File: src/rtl/tile_pkg.sv
// Shared types and geometry for the tile draw arbiter.
// The 16-pixel tile is TILE_W x TILE_H. The step counter is sized to match.
package tile_pkg;

  localparam int TILE_W      = 4;
  localparam int TILE_H      = 4;
  localparam int X_W         = 8;
  localparam int Y_W         = 7;
  localparam int COLOUR_W    = 3;
  localparam int TILE_PIXELS = TILE_W * TILE_H;
  localparam int STEP_W      = $clog2(TILE_PIXELS);
  localparam int COL_W       = $clog2(TILE_W);

  typedef enum logic [1:0] {
    IDLE = 2'd0,
    DRAW = 2'd1,
    DONE = 2'd2
  } tile_state_t;

endpackage

File: src/rtl/tile_step_counter.sv
// Pixel step counter for one tile.
// A start pulse begins a 0..TILE_PIXELS-1 walk, with counting high throughout.
// The counter falls back to 0 and idle after the last step.
// A start that arrives while counting is ignored.
module tile_step_counter
  import tile_pkg::*;
(
  input  logic              clk,
  input  logic              reset,
  input  logic              start,
  output logic              counting,
  output logic [STEP_W-1:0] step
);

  localparam logic [STEP_W-1:0] LAST_STEP = STEP_W'(TILE_PIXELS - 1);

  // Walk through the tile pixels once per start, then park at 0.
  always_ff @(posedge clk) begin
    if (reset) begin
      counting <= 1'b0;
      step     <= '0;
    end else if (counting) begin
      if (step == LAST_STEP) begin
        counting <= 1'b0;
        step     <= '0;
      end else begin
        step <= step + 1'b1;
      end
    end else if (start) begin
      counting <= 1'b1;
      step     <= '0;
    end
  end

endmodule

File: src/rtl/tile_draw_arbiter.sv
// Round-robin arbiter sharing the VGA plot port among tile-drawing requesters.
// Optional feature macro: TILE_DRAW_ARBITER_ERASE_EN. It adds the req_erase port.
// With that feature, an erase tile is drawn in BG_COLOUR.
//
// state | meaning
// IDLE  | waiting; grants the round-robin winner when any req is high
// DRAW  | 16 pixel cycles, plot_en driven by the step counter
// DONE  | one-cycle ack to the granted requester, pointer advances
module tile_draw_arbiter
  import tile_pkg::*;
#(
  parameter int                      NUM_REQ   = 4,
  parameter logic [COLOUR_W-1:0]     BG_COLOUR = 3'b000
)
(
  input  logic                        clk,
  input  logic                        reset,
  input  logic [NUM_REQ-1:0]          req,
  input  logic [NUM_REQ*X_W-1:0]      req_x,
  input  logic [NUM_REQ*Y_W-1:0]      req_y,
  input  logic [NUM_REQ*COLOUR_W-1:0] req_colour,
`ifdef TILE_DRAW_ARBITER_ERASE_EN
  input  logic [NUM_REQ-1:0]          req_erase,
`endif
  output logic [NUM_REQ-1:0]          ack,
  output logic                        busy,
  output logic [X_W-1:0]              plot_x,
  output logic [Y_W-1:0]              plot_y,
  output logic [COLOUR_W-1:0]         plot_colour,
  output logic                        plot_en
);

  localparam int IDX_W = (NUM_REQ > 1) ? $clog2(NUM_REQ) : 1;
  localparam logic [STEP_W-1:0] LAST_STEP = STEP_W'(TILE_PIXELS - 1);

  tile_state_t         state;
  logic [IDX_W-1:0]    rr_ptr;
  logic [IDX_W-1:0]    grant;
  logic [IDX_W-1:0]    winner;
  logic [IDX_W-1:0]    cand;
  logic [IDX_W-1:0]    next_ptr;
  logic [X_W-1:0]      base_x;
  logic [Y_W-1:0]      base_y;
  logic [COLOUR_W-1:0] base_colour;
  logic                erase_q;
  logic                start;
  logic                counting;
  logic [STEP_W-1:0]   step;

  // Round-robin search from rr_ptr upward. The loop runs backwards so the nearest requester is written last.
  always_comb begin
    winner = rr_ptr;
    cand   = '0;
    for (int i = NUM_REQ - 1; i >= 0; i--) begin
      cand = IDX_W'((int'(rr_ptr) + i) % NUM_REQ);
      if (req[cand]) begin
        winner = cand;
      end
    end
  end

  assign start    = (state == IDLE) && (|req);
  assign next_ptr = (grant == IDX_W'(NUM_REQ - 1)) ? '0 : grant + 1'b1;

  tile_step_counter u_step (
    .clk      (clk),
    .reset    (reset),
    .start    (start),
    .counting (counting),
    .step     (step)
  );

  // Grant, tile latch, ack pulse and round-robin pointer update.
  always_ff @(posedge clk) begin
    if (reset) begin
      state       <= IDLE;
      rr_ptr      <= '0;
      grant       <= '0;
      base_x      <= '0;
      base_y      <= '0;
      base_colour <= '0;
      erase_q     <= 1'b0;
      ack         <= '0;
    end else begin
      ack <= '0;
      case (state)
        IDLE: begin
          if (|req) begin
            grant       <= winner;
            base_x      <= req_x[int'(winner)*X_W +: X_W];
            base_y      <= req_y[int'(winner)*Y_W +: Y_W];
            base_colour <= req_colour[int'(winner)*COLOUR_W +: COLOUR_W];
`ifdef TILE_DRAW_ARBITER_ERASE_EN
            erase_q     <= req_erase[winner];
`else
            erase_q     <= 1'b0;
`endif
            state       <= DRAW;
          end
        end
        DRAW: begin
          if (step == LAST_STEP) begin
            ack   <= NUM_REQ'(1) << grant;
            state <= DONE;
          end
        end
        DONE: begin
          rr_ptr <= next_ptr;
          state  <= IDLE;
        end
        default: state <= IDLE;
      endcase
    end
  end

  // Pixel outputs come only from the counter and latched tile, never straight from the requests.
  assign busy        = (state != IDLE);
  assign plot_en     = counting;
  assign plot_x      = counting ? base_x + X_W'(step[COL_W-1:0]) : '0;
  assign plot_y      = counting ? base_y + Y_W'(step[STEP_W-1:COL_W]) : '0;
  assign plot_colour = counting ? (erase_q ? BG_COLOUR : base_colour) : '0;

endmodule

File: config.mk
export PLATFORM = sky130hd
export DESIGN_NAME = tile_draw_arbiter
export DESIGN_NICKNAME = d
export VERILOG_FILES = /design/src/rtl/tile_pkg.sv /design/src/rtl/tile_step_counter.sv /design/src/rtl/tile_draw_arbiter.sv
export SDC_FILE = /design/constraint.sdc
export NUM_CORES = 1
export LEC_CHECK = 0
export BUFFER_PORTS_ARGS = -buffer_cell sky130_fd_sc_hd__buf_2
export CAP_MARGIN = 20
export CORE_ASPECT_RATIO = 0.5
export CORE_MARGIN = 4
export CORE_UTILIZATION = 30
export DETAILED_ROUTE_END_ITERATION = 10
export PLACE_DENSITY_LB_ADDON = 0.12
export SLEW_MARGIN = 20
export SYNTH_ARGS = -nofsm -noshare
export SYNTH_HDL_FRONTEND = slang
export SYNTH_HIERARCHICAL = 1
export SYNTH_SLANG_ARGS = --single-unit
File: constraint.sdc
create_clock -name clk -period 1.9 [get_ports clk]
set_clock_uncertainty 0.05 [all_clocks]
set_input_delay 0.38 -clock clk [delete_from_list [all_inputs] [get_ports clk]]
set_output_delay 0.38 -clock clk [all_outputs]
set_load 0.01 [all_outputs]
* After elaboration in Yosys (flattened, before gate mapping)
Index checks and enable logic that the tools add are counted. W data, S select, Z words.
Operators by class: reductions and logical operators 8, $add $sub $neg 7, bitwise gates (word level) 2, multiply operators 2, order comparisons 4, eq/ne operators 6, shift operators 4, mux-type cells 25
Operators with widths (number):
- $shiftx A32 B6 Y8 | 1
- $shiftx A28 B6 Y7 | 1
- $mux W2 | 7
- $lt A2 B3 Y1 const B | 4
- $mux W4 | 3
- $shiftx A12 B5 Y3 | 1
- $add A8 B2 Y8 | 1
- $bmux W1 S2 | 4
- $mux W8 | 1
- $add A7 B2 Y7 | 1
- $mux W1 | 7
- $mux W7 | 1
- $mul A2 B3 Y5 const B | 1
- $add A2 B1 Y2 const B | 2
- $add A2 B2 Y2 const B | 2
- $add A4 B1 Y4 const B | 1
- $eq A2 B2 Y1 const B | 2
- $eq A4 B4 Y1 const B | 1
- $mul A2 B2 Y4 const B | 1
- $pmux W2 S2 | 1
- $reduce_and A2 Y1 | 2
- $reduce_bool A2 Y1 | 2
- $reduce_or A4 Y1 | 1
- $shl A1 B2 Y4 const A | 1
- other kinds (8) | 9
Word-level totals: bits of input ports 78, word-level logic and storage cells 67, flip-flop bits (word level) 33, output and inout bits 24

* Longest topological paths before layout
word-level depth 9, depth in mapped cells 7, gate-level depth less buffers 7

* Hierarchy
The synthesis kept the hierarchy.
By module, submodules not included:
- tile_draw_arbiter | times used 1, sequential area each 560.5 um^2, cells an instance 208, area an instance 1950.6 um^2
- tile_step_counter | times used 1, sequential area each 100.1 um^2, cells an instance 27, area an instance 255.2 um^2

* Worst setup path before layout
OpenSTA, ideal clock, no wires.
path kind flip-flop to output port, start point register u_step.step[2], end point output port plot_y[6], path slack -0.061 ns, cell stages (with the launch flop) 8, data arrival time 1.531 ns, buffers on the path 0, required time 1.470 ns, cell sequence dfxtp_1 > ha_1 > inv_1 > fa_1 > nor2_1 > nand3_1 > xnor2_1 > and2_1
Between the ends: word-level cells in the longest chain between the ends 2
Ends and longest elaborated chain:
- from (decl) | line tile_step_counter.sv:12 | output logic [STEP_W-1:0] step
- from (signal assigned) | line tile_step_counter.sv:27 | step <= step + 1'b1;
- $add A7 B2 Y7 | line tile_draw_arbiter.sv:120 | assign plot_y = counting ? base_y + Y_W'(step[STEP_W-1:COL_W]) : '0;
- $mux W7 | line tile_draw_arbiter.sv:120
- to (decl) | line tile_draw_arbiter.sv:28 | output logic [Y_W-1:0] plot_y,
Every way passes these cells.

* Worst setup path in the final report
start point register base_y[0], end point output port plot_y[6]
Between the ends: word-level cells in the longest chain between the ends 2
Ends and longest elaborated chain:
- from (decl) | line tile_draw_arbiter.sv:43 | logic [Y_W-1:0] base_y;
- from (signal assigned) | line tile_draw_arbiter.sv:91 | base_y <= req_y[int'(winner)*Y_W +: Y_W];
- $add A7 B2 Y7 | line tile_draw_arbiter.sv:120
- $mux W7 | line tile_draw_arbiter.sv:120
Every way passes these cells.

==> impl_metrics.csv <==
group,metric,value,unit
power,ir_drop,0.3736,mV
yosys,synth_cells,235,
cells_and_area,regArea,676.9,um^2
worst_setup_path,crit_path_max_fanout,2,
route,wl_per_cell,13.94,um
floorplanning,coreArea,6910,um^2
route,viasPerCell,4.743,
worst_setup_path,critical_path_class,"register to output pin",
global_routing,first_global_vias,2109,
worst_setup_path,cp_num_buf_inv,2,
worst_setup_path,cp_data_arrival_time,1.79,ns
power,leakagePower,1.471,nW
clock_tree,cts_tree,"done",
route,finalWirelength,6.231,mm
timing,max_freq,451.4,MHz
worst_setup_path,crit_path_end_kind,"output pin",
yosys,synth_flop_cell,"dfxtp_1",
worst_setup_path,path_cells,"ha_4 > inv_2 > fa_2 > nor2_4 > nand3_2 > xnor2_1 > and2_1 > buf_2",
yosys,ys_seq_area_share,29.95,%
worst_setup_path,slowest_stage,"fa_2",
timing,finalHoldViolations,0,
floorplanning,die_w,129.3,um
clock_tree,root_buffer,"clkbuf_16",
power,power.density,675.9,nW/um^2
place,post-place-cells,435,
cells_and_area,fin_nets,440,
yosys,yosys-top-cells-area,"dfxtp_1 (30%), mux2i_1 (17%), o221ai_1 (7.1%)",
cells_and_area,synthToLayoutAreaGrowth,46.17,%
cells_and_area,final_core_util,46.66,%
timing,worst_pin_slew,0.4262,ns
job,drv_cap,0,
timing,final.period_utilization,116.6,%
timing,setup_viol,12,
place,dp_hpwl,4.919,mm
yosys,yosysWarningCount,6,
floorplanning,start_util,31.92,%
clock_tree,cts.clk_slew.worst_paths,0.05,ns
worst_setup_path,worstSetupStartpointType,"register",
yosys,synth_nets,321,
clock_tree,clock-sinks,33,
yosys,synth.distinct_cells,43,
yosys,synth_top_cell_by_area,"dfxtp_1",
place,port_buffers,101,
clock_tree,htreeDepth,2,
clock_tree,numCtsBuffers,5,
status,outcome,"finished, violations left",
timing,rsz0062_at_grt,"yes",
floorplanning,dieArea,8872,um^2
yosys,yosysTopAreaCellShare,29.95,%
worst_setup_path,slowest_delay,0.36,ns
cells_and_area,final_cells,447,
route,drt_iter0_markers,58,
timing,slew_headroom,71.28,%
cells_and_area,layout-drive-gt1-share,48.17,%
floorplanning,io_pins,102,
cells_and_area,multi_input_area,1515,um^2
place,routabilityCongestion,0.7675,
yosys,synth_common_cells,"mux2i_1 (37), dfxtp_1 (33), nand2_1 (30)",
yosys,synth-edff-count,0,
min_path,worstHoldPathType,"primary input to register",
yosys,ys_seq_elements,33,
timing,fin_ws,-0.3151,ns
clock_tree,clk_latency,0.27,ns
floorplanning,die_height,68.64,um
route,num_vias,2120,
timing,drv_slew,0,
global_routing,antenna_found_initial,0,
cells_and_area,final.fill_count,681,
yosys,syn-cell-area,2206,um^2
clock_tree,clockBufferDepth,2,
yosys,synthArstFlopShare,0,%
route,dr.pass1.iters,4,
route,remaining_drc_errors,0,
global_routing,grt_pass1_wl,9.846,mm
status,violations,"setup timing",
timing,fin_crit,2.215,ns
power,finalPower,2.179,mW
global_routing,grt-ovfl-total,0,
global_routing,grt_max_degree,19,
cells_and_area,antenna_cells,0,
yosys,synth_most_common_cell,"mux2i_1",
worst_setup_path,cp.required,1.47,ns
route,drt.antenna.violating_nets,0,
yosys,syn_area_per_cell,9.387,um^2
floorplanning,fp-row-count,21,
worst_setup_path,cp_top_family,"adder cells",
global_routing,track_usage,14.01,%
area by class of cell:
cell class,instances,share of cell area [%]
sequential,33,20.99
tap,92,3.570
multi-input combinational,185,46.99
timing repair buffer,123,22.43
clock buffer,5,3.880
clock inverter,3,1.436
inverter,6,0.6985
through the flow:
step	TNS (ns)	hold WS (ns)	setup WS (ns)	cell area, um^2
final	-2.175	0.3642	-0.3151	3224
after global routing	-3.027	0.3796	-0.3992	3224
after CTS	-2.624	0.3623	-0.3662	3144
after detailed placement	-0.1680	0.3941	-0.09666	2854
after global placement	-0.08104	0.3867	-0.06143	2854
after floorplan	0	0.3741	0.03466	2211
where the power goes:
group | leakage (nW) | switching, mW | total (mW) | internal (mW)
logic | 1.12 | 0.209 | 0.454 | 0.245
clock network | 0.0800 | 0.303 | 0.923 | 0.620
registers | 0.275 | 0.0578 | 0.802 | 0.745
total | 1.47 | 0.570 | 2.18 | 1.61
path summary, 6_finish.rpt:
check | start | endpoint | slack [ns] | cells past startpoint
setup / recovery | base_y[0] | plot_y[6] | -0.32 | 8
hold / removal | req_x[1] | base_x[1] | 0.36 | 3
setup reg to reg | rr_ptr[0] | base_x[2] | 0.20 | 6
hold reg to reg | base_colour[2] | base_colour[2] | 0.40 | 2
cells by family after synthesis:
logic type,after synthesis,synth area share [%]
XOR/XNOR,10,3.971
adder cells (fa/ha/maj),8,5.218
multiplexers,37,16.79
flip-flops,33,29.95
AND/OR/NAND/NOR,92,22.86
AO/OA/AOI/OAI,38,13.95
buffers and inverters,17,7.260
layer usage:
layer,vias up,share of wire (%),global-route usage [%]
met5,-,0,0
met3,2,6.8,3.846
met2,55,48,25.52
li1,1088,-,-
met1,975,45,17.07
met4,0,0.43,2.356
state kept, by name, summed over array words and instances (netlist names):
register,cells
base_colour,3
u_step/step,4
ack,4
rr_ptr,2
grant,2
u_step/counting,1
base_x,8
base_y,7
state,2
worst min-delay path, stage by stage:
cell and delay [ns]:
buf_2 0.08, mux2i_1 0.06, o221ai_1 0.13
layout by cell type, fill, tap and decap left out, types with 3 or more instances in the layout:
| cell | count |
|---|---|
| xor2_1 | 3 |
| xnor2_2 | 3 |
| ha_4 | 4 |
| nor3_1 | 3 |
| nor2b_1 | 7 |
| and2_1 | 13 |
| buf_2 | 99 |
| nand2_1 | 29 |
| nand2b_1 | 5 |
| mux2i_1 | 37 |
| a21oi_1 | 9 |
| and3_1 | 3 |
| inv_1 | 4 |
| dfxtp_2 | 7 |
| buf_4 | 16 |
| nand3_2 | 3 |
| clkbuf_16 | 5 |
| nor2_1 | 6 |
| xnor2_1 | 4 |
| dfxtp_1 | 24 |
| o221ai_1 | 18 |
| buf_6 | 6 |
repair_timing:
action / in CTS / in global routing
hold buffers: 0 / 0
setup endpoints to repair: 13 / 14
pin swaps: 13 / 9
buffers inserted: 3 / 1
gates resized for setup: 24 / 16
Note: power is estimated with default switching activity, not from simulation.
